--- src/rtl/pong_pkg.sv ---
// Shared types and constants for the ball/rally engine.
//   state_t    : rally sequencing states (IDLE, SERVE, PLAY, POINT, OVER)
//   speed_t    : per-frame ball step {sx, sy}
//   SPEED_LUT  : speed per level, latched when a serve launches
//   zone_t     : which quarter of a paddle the ball struck
//   zone_outer : true for the two edge quarters, which steepen the bounce
package pong_pkg;

    typedef enum logic [2:0] {
        IDLE,
        SERVE,
        PLAY,
        POINT,
        OVER
    } state_t;

    typedef struct packed {
        logic [3:0] sx;
        logic [3:0] sy;
    } speed_t;

    localparam speed_t SPEED_LUT [4] = '{
        '{4'd2, 4'd1},
        '{4'd3, 4'd1},
        '{4'd3, 4'd2},
        '{4'd4, 4'd3}
    };

    typedef enum logic [1:0] {
        ZONE_TOP_OUT,
        ZONE_TOP_IN,
        ZONE_BOT_IN,
        ZONE_BOT_OUT
    } zone_t;

    function automatic logic zone_outer(input zone_t z);
        return (z == ZONE_TOP_OUT) || (z == ZONE_BOT_OUT);
    endfunction

endpackage

--- src/rtl/ball_engine_paddle_zone.sv ---
// Combinational paddle contact test for one paddle.
//   ball_y   in  W  top row of the ball (already moved for this frame)
//   paddle_y in  W  top row of the paddle
//   overlap  out 1  any ball row lies within the paddle's rows
//   zone     out    paddle quarter struck, measured from the ball's top row
module paddle_zone
    import pong_pkg::*;
#(
    parameter int W       = 10,
    parameter int BALL_SZ = 4,
    parameter int PAD_H   = 48
) (
    input  logic [W-1:0] ball_y,
    input  logic [W-1:0] paddle_y,
    output logic         overlap,
    output zone_t        zone
);

    localparam int QUARTER = PAD_H / 4;

    int by;
    int py;
    int offset;

    always_comb begin
        by      = int'(ball_y);
        py      = int'(paddle_y);
        offset  = by - py;
        overlap = (by + BALL_SZ - 1 >= py) && (by <= py + PAD_H - 1);
        // A ball clipping the paddle from above has a negative offset and
        // counts as the top edge quarter.
        if (offset < QUARTER) begin
            zone = ZONE_TOP_OUT;
        end else if (offset < 2 * QUARTER) begin
            zone = ZONE_TOP_IN;
        end else if (offset < 3 * QUARTER) begin
            zone = ZONE_BOT_IN;
        end else begin
            zone = ZONE_BOT_OUT;
        end
    end

endmodule

--- src/rtl/ball_engine.sv ---
// Ball/rally engine for a two-paddle game: ball position and direction,
// per-frame motion, wall and paddle collisions, paddle-zone deflection,
// scoring and serve sequencing. State advances once per frame_tick.
// Optional feature macro: BALL_SPEEDUP_EN (every 4 paddle hits in a rally
// add 1 to the x speed, up to +3; counter cleared at each serve).
// Ports:
//   clk, rst            clock; synchronous active-high reset
//   frame_tick          one-cycle pulse per frame
//   start               begins a game from IDLE or OVER
//   serve_dir           first-serve x direction (1 = toward P2)
//   level               speed level, latched when a serve launches
//   paddle_y1/2         top row of left/right paddle
//   ball_x/y            top-left of ball (registered)
//   right, down         current direction
//   score1/2            points for P1/P2
//   point_p1/p2         one-cycle pulse when a point is awarded
//   game_over           high while in OVER
module ball_engine
    import pong_pkg::*;
#(
    parameter int H_RES        = 800,
    parameter int V_RES        = 600,
    parameter int W            = 10,
    parameter int BALL_SZ      = 4,
    parameter int PAD_H        = 48,
    parameter int P1_X         = 38,
    parameter int P2_X         = 756,
    parameter int SERVE_FRAMES = 60,
    parameter int MAX_SCORE    = 7
) (
    input  logic         clk,
    input  logic         rst,
    input  logic         frame_tick,
    input  logic         start,
    input  logic         serve_dir,
    input  logic [1:0]   level,
    input  logic [W-1:0] paddle_y1,
    input  logic [W-1:0] paddle_y2,
    output logic [W-1:0] ball_x,
    output logic [W-1:0] ball_y,
    output logic         right,
    output logic         down,
    output logic [3:0]   score1,
    output logic [3:0]   score2,
    output logic         point_p1,
    output logic         point_p2,
    output logic         game_over
);

    localparam int           X_MAX    = H_RES - BALL_SZ;
    localparam int           Y_MAX    = V_RES - BALL_SZ;
    localparam logic [W-1:0] X_CTR    = W'((H_RES - BALL_SZ) / 2);
    localparam logic [W-1:0] Y_CTR    = W'((V_RES - BALL_SZ) / 2);
    localparam int           HIT_SPAN = 6;
    localparam int           CNT_W    = $clog2(SERVE_FRAMES + 1);
    localparam logic [CNT_W-1:0] CNT_LAST = CNT_W'(SERVE_FRAMES - 1);

    state_t           state;
    state_t           state_n;
    logic [CNT_W-1:0] frame_cnt;
    speed_t           spd;
    logic [3:0]       dy;
    logic [3:0]       sx_eff;
    logic             scorer_p2;

    int               x_try;
    int               y_try;
    logic [W-1:0]     x_new;
    logic [W-1:0]     y_new;
    logic             down_wall;
    logic             down_next;
    logic             right_next;
    logic [3:0]       dy_next;
    logic             ov1;
    logic             ov2;
    zone_t            zone1;
    zone_t            zone2;
    zone_t            zone_hit;
    logic             hit1;
    logic             hit2;
    logic             hit;
    logic             score_p1;
    logic             score_p2;
    logic             serve_done;
    logic             game_end;
    logic             start_game;

    function automatic logic [3:0] sat_inc(input logic [3:0] s);
        return (int'(s) >= MAX_SCORE) ? s : s + 4'd1;
    endfunction

    // Speed for this rally: level entry plus optional rally speed-up.
`ifdef BALL_SPEEDUP_EN
    logic [1:0] hit_cnt;
    logic [1:0] boost;

    always_ff @(posedge clk) begin
        if (rst) begin
            hit_cnt <= 2'd0;
            boost   <= 2'd0;
        end else if (start_game || state == POINT) begin
            hit_cnt <= 2'd0;
            boost   <= 2'd0;
        end else if (state == PLAY && frame_tick && hit) begin
            hit_cnt <= hit_cnt + 2'd1;
            // Fourth hit of each group of four raises the boost.
            if (hit_cnt == 2'd3 && boost != 2'd3) begin
                boost <= boost + 2'd1;
            end
        end
    end

    assign sx_eff = spd.sx + {2'b00, boost};
`else
    assign sx_eff = spd.sx;
`endif

    assign start_game = start && (state == IDLE || state == OVER);
    assign serve_done = (frame_cnt == CNT_LAST);
    assign game_end   = scorer_p2 ? (int'(score2) + 1 >= MAX_SCORE)
                                  : (int'(score1) + 1 >= MAX_SCORE);
    assign game_over  = (state == OVER);

    // Candidate position for the next frame, clamped to the playfield.
    always_comb begin
        y_try     = down ? int'(ball_y) + int'(dy) : int'(ball_y) - int'(dy);
        down_wall = down;
        if (y_try >= Y_MAX) begin
            y_try     = Y_MAX;
            down_wall = 1'b0;
        end else if (y_try <= 0) begin
            y_try     = 0;
            down_wall = 1'b1;
        end
        x_try = right ? int'(ball_x) + int'(sx_eff) : int'(ball_x) - int'(sx_eff);
        if (x_try > X_MAX) begin
            x_try = X_MAX;
        end else if (x_try < 0) begin
            x_try = 0;
        end
    end

    assign y_new = W'(y_try);
    assign x_new = W'(x_try);

    paddle_zone #(.W(W), .BALL_SZ(BALL_SZ), .PAD_H(PAD_H)) u_zone1 (
        .ball_y   (y_new),
        .paddle_y (paddle_y1),
        .overlap  (ov1),
        .zone     (zone1)
    );

    paddle_zone #(.W(W), .BALL_SZ(BALL_SZ), .PAD_H(PAD_H)) u_zone2 (
        .ball_y   (y_new),
        .paddle_y (paddle_y2),
        .overlap  (ov2),
        .zone     (zone2)
    );

    // Paddle hit outranks scoring; a wall bounce in the same frame is kept
    // unless an edge-zone hit redirects the ball away from paddle centre.
    always_comb begin
        hit1 = !right && (int'(x_new) >= P1_X) && (int'(x_new) <= P1_X + HIT_SPAN) && ov1;
        hit2 = right && (int'(x_new) >= P2_X) && (int'(x_new) <= P2_X + HIT_SPAN) && ov2;
        hit  = hit1 || hit2;
        zone_hit   = hit1 ? zone1 : zone2;
        right_next = right;
        down_next  = down_wall;
        dy_next    = dy;
        if (hit) begin
            right_next = !right;
            if (zone_outer(zone_hit)) begin
                dy_next   = spd.sy + 4'd1;
                down_next = (zone_hit == ZONE_BOT_OUT);
            end else begin
                dy_next = spd.sy;
            end
        end
        score_p2 = !hit && !right && (x_new == '0);
        score_p1 = !hit && right && (int'(x_new) == X_MAX);
    end

    always_ff @(posedge clk) begin
        if (rst) begin
            state <= IDLE;
        end else begin
            state <= state_n;
        end
    end

    always_comb begin
        state_n = state;
        case (state)
            IDLE, OVER: if (start) state_n = SERVE;
            SERVE:      if (frame_tick && serve_done) state_n = PLAY;
            PLAY:       if (frame_tick && (score_p1 || score_p2)) state_n = POINT;
            POINT:      state_n = game_end ? OVER : SERVE;
            default:    state_n = IDLE;
        endcase
    end

    always_ff @(posedge clk) begin
        if (rst) begin
            ball_x    <= X_CTR;
            ball_y    <= Y_CTR;
            right     <= serve_dir;
            down      <= 1'b1;
            dy        <= SPEED_LUT[0].sy;
            spd       <= SPEED_LUT[0];
            frame_cnt <= '0;
            score1    <= 4'd0;
            score2    <= 4'd0;
            point_p1  <= 1'b0;
            point_p2  <= 1'b0;
            scorer_p2 <= 1'b0;
        end else begin
            point_p1 <= 1'b0;
            point_p2 <= 1'b0;
            case (state)
                IDLE, OVER: begin
                    if (start) begin
                        ball_x    <= X_CTR;
                        ball_y    <= Y_CTR;
                        right     <= serve_dir;
                        down      <= 1'b1;
                        frame_cnt <= '0;
                        score1    <= 4'd0;
                        score2    <= 4'd0;
                    end
                end
                SERVE: begin
                    if (frame_tick) begin
                        if (serve_done) begin
                            spd <= SPEED_LUT[level];
                            dy  <= SPEED_LUT[level].sy;
                        end else begin
                            frame_cnt <= frame_cnt + CNT_W'(1);
                        end
                    end
                end
                PLAY: begin
                    if (frame_tick) begin
                        ball_x <= x_new;
                        ball_y <= y_new;
                        right  <= right_next;
                        down   <= down_next;
                        dy     <= dy_next;
                        if (score_p1 || score_p2) begin
                            scorer_p2 <= score_p2;
                        end
                    end
                end
                POINT: begin
                    if (scorer_p2) begin
                        score2   <= sat_inc(score2);
                        point_p2 <= 1'b1;
                    end else begin
                        score1   <= sat_inc(score1);
                        point_p1 <= 1'b1;
                    end
                    // Next serve heads toward the player who conceded.
                    right     <= !scorer_p2;
                    ball_x    <= X_CTR;
                    ball_y    <= Y_CTR;
                    down      <= 1'b1;
                    frame_cnt <= '0;
                end
                default: ;
            endcase
        end
    end

endmodule

--- config.mk ---
export PLATFORM = sky130hd
export DESIGN_NAME = ball_engine
export DESIGN_NICKNAME = d
export VERILOG_FILES = /design/src/rtl/pong_pkg.sv /design/src/rtl/ball_engine_paddle_zone.sv /design/src/rtl/ball_engine.sv
export SDC_FILE = /design/constraint.sdc
export NUM_CORES = 1
export LEC_CHECK = 0
export CORE_ASPECT_RATIO = 0.9
export CORE_UTILIZATION = 45
export CTS_CLUSTER_DIAMETER = 40
export DETAILED_ROUTE_END_ITERATION = 12
export PLACE_DENSITY = 0.65
export SLEW_MARGIN = 20
export SYNTH_ARGS = -nofsm -noshare
export SYNTH_HDL_FRONTEND = slang
export SYNTH_HIERARCHICAL = 1
export SYNTH_SLANG_ARGS = --single-unit
--- constraint.sdc ---
create_clock -name clk -period 9.4 [get_ports clk]
set_input_delay 2.82 -clock clk [delete_from_list [all_inputs] [get_ports clk]]
set_output_delay 2.82 -clock clk [all_outputs]
set_load 0.01 [all_outputs]
==> summary.log <==
INFO  status         run_status=finished, final reports clean
INFO  yosys          ys_seq_elements=50
INFO  layout         final_core_utilization=52.7%
INFO  setup_path     critical_path.slowest_cell=sky130_fd_sc_hd__nor2_1
INFO  setup_path     critPathRequiredTime=9.62ns
INFO  setup_path     critPathMaxStageDelay=0.52ns
INFO  layout         design.final.nets=1003
INFO  global_route   overflow=0
INFO  setup_path     cp.arrival=7.60ns
INFO  sta            maxClockFrequency=135MHz
INFO  yosys          cells_after_synth=838
INFO  setup_path     setup.worst_path.end_class=register
INFO  cts            holdBufCountCts=0
INFO  place          place.detailed.instances=1072
INFO  global_route   grt_peak_use_layer=met1
INFO  place          preCtsSetupSlack=2.09ns
INFO  sta            report.final.hold_viol_count=0
INFO  yosys          number_of_enable_type_register_cells_in_the_synthesized_netlist=1
INFO  yosys          synth.yosys.seq_area_share=15.8%
INFO  layout         combined_area_of_the_multi_input_logic_cells=0.00504mm²
INFO  detailed_routing finalWirelength=16600µm
INFO  global_route   grt_first_pass_wirelength=27000µm
INFO  floorplanning  fp-row-count=41
INFO  cts            worst_setup_hold_path_clk_slew=0.07ns
INFO  detailed_routing vias=6239
INFO  power          power_frac_comb=23.0%
INFO  setup_path     timing.critical_path.fanout_max=8
INFO  place          cell_area_reported_after_detailed_placement=0.00718mm²
INFO  floorplanning  io-pin-count=60
INFO  detailed_routing detail_route.drc_violations=0
INFO  setup_path     worstSetupStartpointType=register
INFO  detailed_routing antenna_violating_nets_post_route=0
INFO  sta            timing_worst_slew_pin_value=0.912ns
INFO  layout         ff_latch_area=0.00101mm²
INFO  setup_path     worst_path_most_repeated_cell=sky130_fd_sc_hd__ha_1
INFO  yosys          synth_async_reset_ratio=0%
INFO  power          switchingPower=161µW
INFO  power          power_report.internal_total=386µW
INFO  cts            clkSinkCount=50
INFO  sta            finalSetupViolations=0
INFO  place          gp_routability_congestion=0.892
INFO  floorplanning  fp.dieW=128µm
INFO  cts            cts_post_setup_buffers_inserted=0
INFO  cts            clock_insertion_delay_worst_skew=0.29ns
INFO  sta            timing.final.max_slew_violations=0
INFO  floorplanning  die-height=115µm
INFO  cts            cts.root.buffer_cell=sky130_fd_sc_hd__clkbuf_16
INFO  power          power_density=74.5mW/mm²
INFO  layout         number_of_antenna_cells_inserted=0
INFO  floorplanning  design.die.area=0.0147mm²
INFO  detailed_routing drt_first_iter_violations=351
INFO  sta            final_period_minus_worst_setup_slack=7.38ns
INFO  sta            rsz_0062_raised_after_global_routing=no
INFO  yosys          yosysUniqueCellTypes=92
INFO  yosys          netlist_area=0.00641mm²
INFO  layout         postLayoutCellArea=0.00735mm²
INFO  floorplanning  start_util=46.0%
INFO  sta            fin_crit_sh=78.6%
INFO  detailed_routing drt-vias-per-instance=5.78
INFO  global_route   global_route.usage.met2=33.5%
INFO  cts            cts_repair_resizes=0
INFO  place          dp_hpwl=13000µm
INFO  layout         final_cell_count_no_fill=1080
INFO  global_route   grtUsageTotal=22.4%
INFO  power          power.share.switching=29.4%
INFO  global_route   number_of_antenna_violations_at_the_first_check_in_global_routing=0
INFO  global_route   grt.met3_usage=2.14%
INFO  detailed_routing detail_route.first_pass.iterations=5
INFO  detailed_routing mean_routed_wirelength_per_cell=15.4µm
INFO  cts            clock_tree.buffer_depth=2
INFO  power          power.leakage=0.00300µW
INFO  yosys          synth_flop_cell=sky130_fd_sc_hd__dfxtp_1
INFO  sta            final_critical_path_setup_slack=2.02ns
INFO  place          portBuffers=59
INFO  layout         n_fill_cell=1393
INFO  flow_run       max_cap_violations=0
INFO  setup_path     criticalPathCategory=register to register
INFO  worst_hold_path holdCritPathClass=register to register
INFO  global_route   grt_start_max_net_pins=33
INFO  power          share_seq_of_total_power=39.8%
INFO  power          clkPwrFrac=37.2%
INFO  yosys          synthesis.nets=955
INFO  power          max-vdd-ir-drop=0.0668mV
INFO  global_route   first_global_vias=5351
INFO  sta            timing.max_slew.rel_slack=38.8%
INFO  cts            cts-buffers-inserted=5
INFO  yosys          yosys_warnings=6
INFO  yosys          syn_area_per_cell=7.65µm²
INFO  cts            cts_max_level=2
INFO  floorplanning  area_inside_the_core_boundary=0.0140mm²
INFO  cts            tritoncts=yes
INFO  layout         layout-area-overhead-vs-synth=14.6%
INFO  global_route   grt.met1_usage=34.8%
INFO  layout         drive_above_1_share=5.52%
INFO  sta            totalNegativeSetupSlack=0ns
INFO  sta            skew=0.00278ns
-- critical path: cells and delay by family, from the launching register on --
kind	cells	cell delay, ns
buf+inv	2	0.24
flops	1	0.37
mux	1	0.33
xor+xnor	2	0.40
simple gates	12	2.84
fa+ha+maj	5	1.54
compound gates	7	1.57
-- area by class of cell --
cell class,instances,area share (%)
clock buffers,6,2.04
clock inverters,2,0.187
inverters,61,3.12
multi-input cells,700,68.6
flip-flops and latches,50,13.8
well taps,193,3.29
repair buffers,68,8.96
-- final timing paths --
path                                    from      endpoint  slack, ns  cells after the start
worst max-delay path               ball_y[0]          down       2.02                     29
worst min register to register  frame_cnt[1]  frame_cnt[1]       0.48                      2
worst max register to register     ball_y[0]          down       2.02                     29
worst min-delay path            frame_cnt[1]  frame_cnt[1]       0.48                      2
-- layer usage --
metal  up-vias  wire (µm)
met1      2884       8650
met4         0        105
met5         -          0
li1       3181          -
met2       165       6950
met3         9        891
-- metrics by stage --
step                      hold slack (ns)  total power, µW
after floorplan                     0.448              310
after global placement              0.469              347
after detailed placement            0.476              348
after CTS                           0.486              550
after global routing                0.511              574
final                               0.481              548
-- kinds of logic after synthesis --
kind of cell	Yosys count	synth area share [%]
AOI/OAI and AO/OA	239	26.2
xor gates and xnor gates	58	7.92
adders and majority gates	90	18.0
buffers and inverters	88	5.60
DFF	50	15.8
muxes	13	2.13
and+or+nand+nor	300	24.4
-- sequential cells by signal, summed over array words and instances (netlist names), 2 cells and up --
signal and count:
frame_cnt 6, score2 4, state 3, sx_eff 3
spd 2, dy 3, ball_x 10, score1 4
ball_y 10
-- power groups by stage --
stage	logic, µW	clock network [µW]	registers [µW]
after floorplan	89.2	0	221
after global placement	124	0	223
after detailed placement	125	0	223
after CTS	126	206	218
after global routing	141	214	218
final	126	203	218
-- cell usage after synthesis (all sizes together), types with 5 or more instances --
cell / number / area share [%]
a2111oi: 6 / 0.82
a211oi: 13 / 1.5
a21o: 13 / 1.5
a21oi: 48 / 3.8
a2bb2oi: 5 / 0.68
a31oi: 6 / 0.82
and2: 9 / 0.92
and3: 11 / 1.2
buf: 12 / 1.1
clkbuf: 15 / 0.90
dfxtp: 49 / 15
ha: 86 / 17
inv: 61 / 3.6
mux2: 5 / 0.88
mux2i: 8 / 1.2
nand2: 62 / 3.6
nand2b: 12 / 1.2
nand3: 24 / 1.9
nand3b: 8 / 0.94
nand4: 15 / 1.5
nor2: 80 / 4.7
nor2b: 13 / 1.3
nor3: 24 / 2.0
nor4: 5 / 0.59
o211ai: 8 / 0.94
o21a: 12 / 1.4
o21ai: 51 / 4.0
o22ai: 5 / 0.49
o31ai: 12 / 1.5
or2: 5 / 0.53
or3: 10 / 0.99
xnor2: 41 / 5.6
xor2: 17 / 2.3
-- layout by cell type (no fill, tap or decap), types with 5 or more instances in the layout --
cell type,count
sky130_fd_sc_hd__xor2_1,17
sky130_fd_sc_hd__o21ai_0,46
sky130_fd_sc_hd__dfxtp_1,49
sky130_fd_sc_hd__nand2_1,62
sky130_fd_sc_hd__inv_1,61
sky130_fd_sc_hd__o211ai_1,8
sky130_fd_sc_hd__mux2i_1,8
sky130_fd_sc_hd__ha_1,86
sky130_fd_sc_hd__and2_1,8
sky130_fd_sc_hd__a31oi_1,5
sky130_fd_sc_hd__o21ai_1,5
sky130_fd_sc_hd__clkdlybuf4s50_1,59
sky130_fd_sc_hd__or3_1,9
sky130_fd_sc_hd__nor3_1,23
sky130_fd_sc_hd__nand2b_1,12
sky130_fd_sc_hd__nand3b_1,8
sky130_fd_sc_hd__clkbuf_16,6
sky130_fd_sc_hd__a21o_1,13
sky130_fd_sc_hd__xnor2_1,41
sky130_fd_sc_hd__o22ai_1,5
sky130_fd_sc_hd__o31ai_1,11
sky130_fd_sc_hd__a211oi_1,13
sky130_fd_sc_hd__mux2_2,5
sky130_fd_sc_hd__and3_1,9
sky130_fd_sc_hd__a21oi_1,47
sky130_fd_sc_hd__o21a_1,12
sky130_fd_sc_hd__buf_4,9
sky130_fd_sc_hd__nand4_1,15
sky130_fd_sc_hd__nand3_1,24
sky130_fd_sc_hd__a2bb2oi_1,5
sky130_fd_sc_hd__nor2_1,80
sky130_fd_sc_hd__nor2b_1,12
sky130_fd_sc_hd__a2111oi_0,6
(Power assumes the default switching activity.)
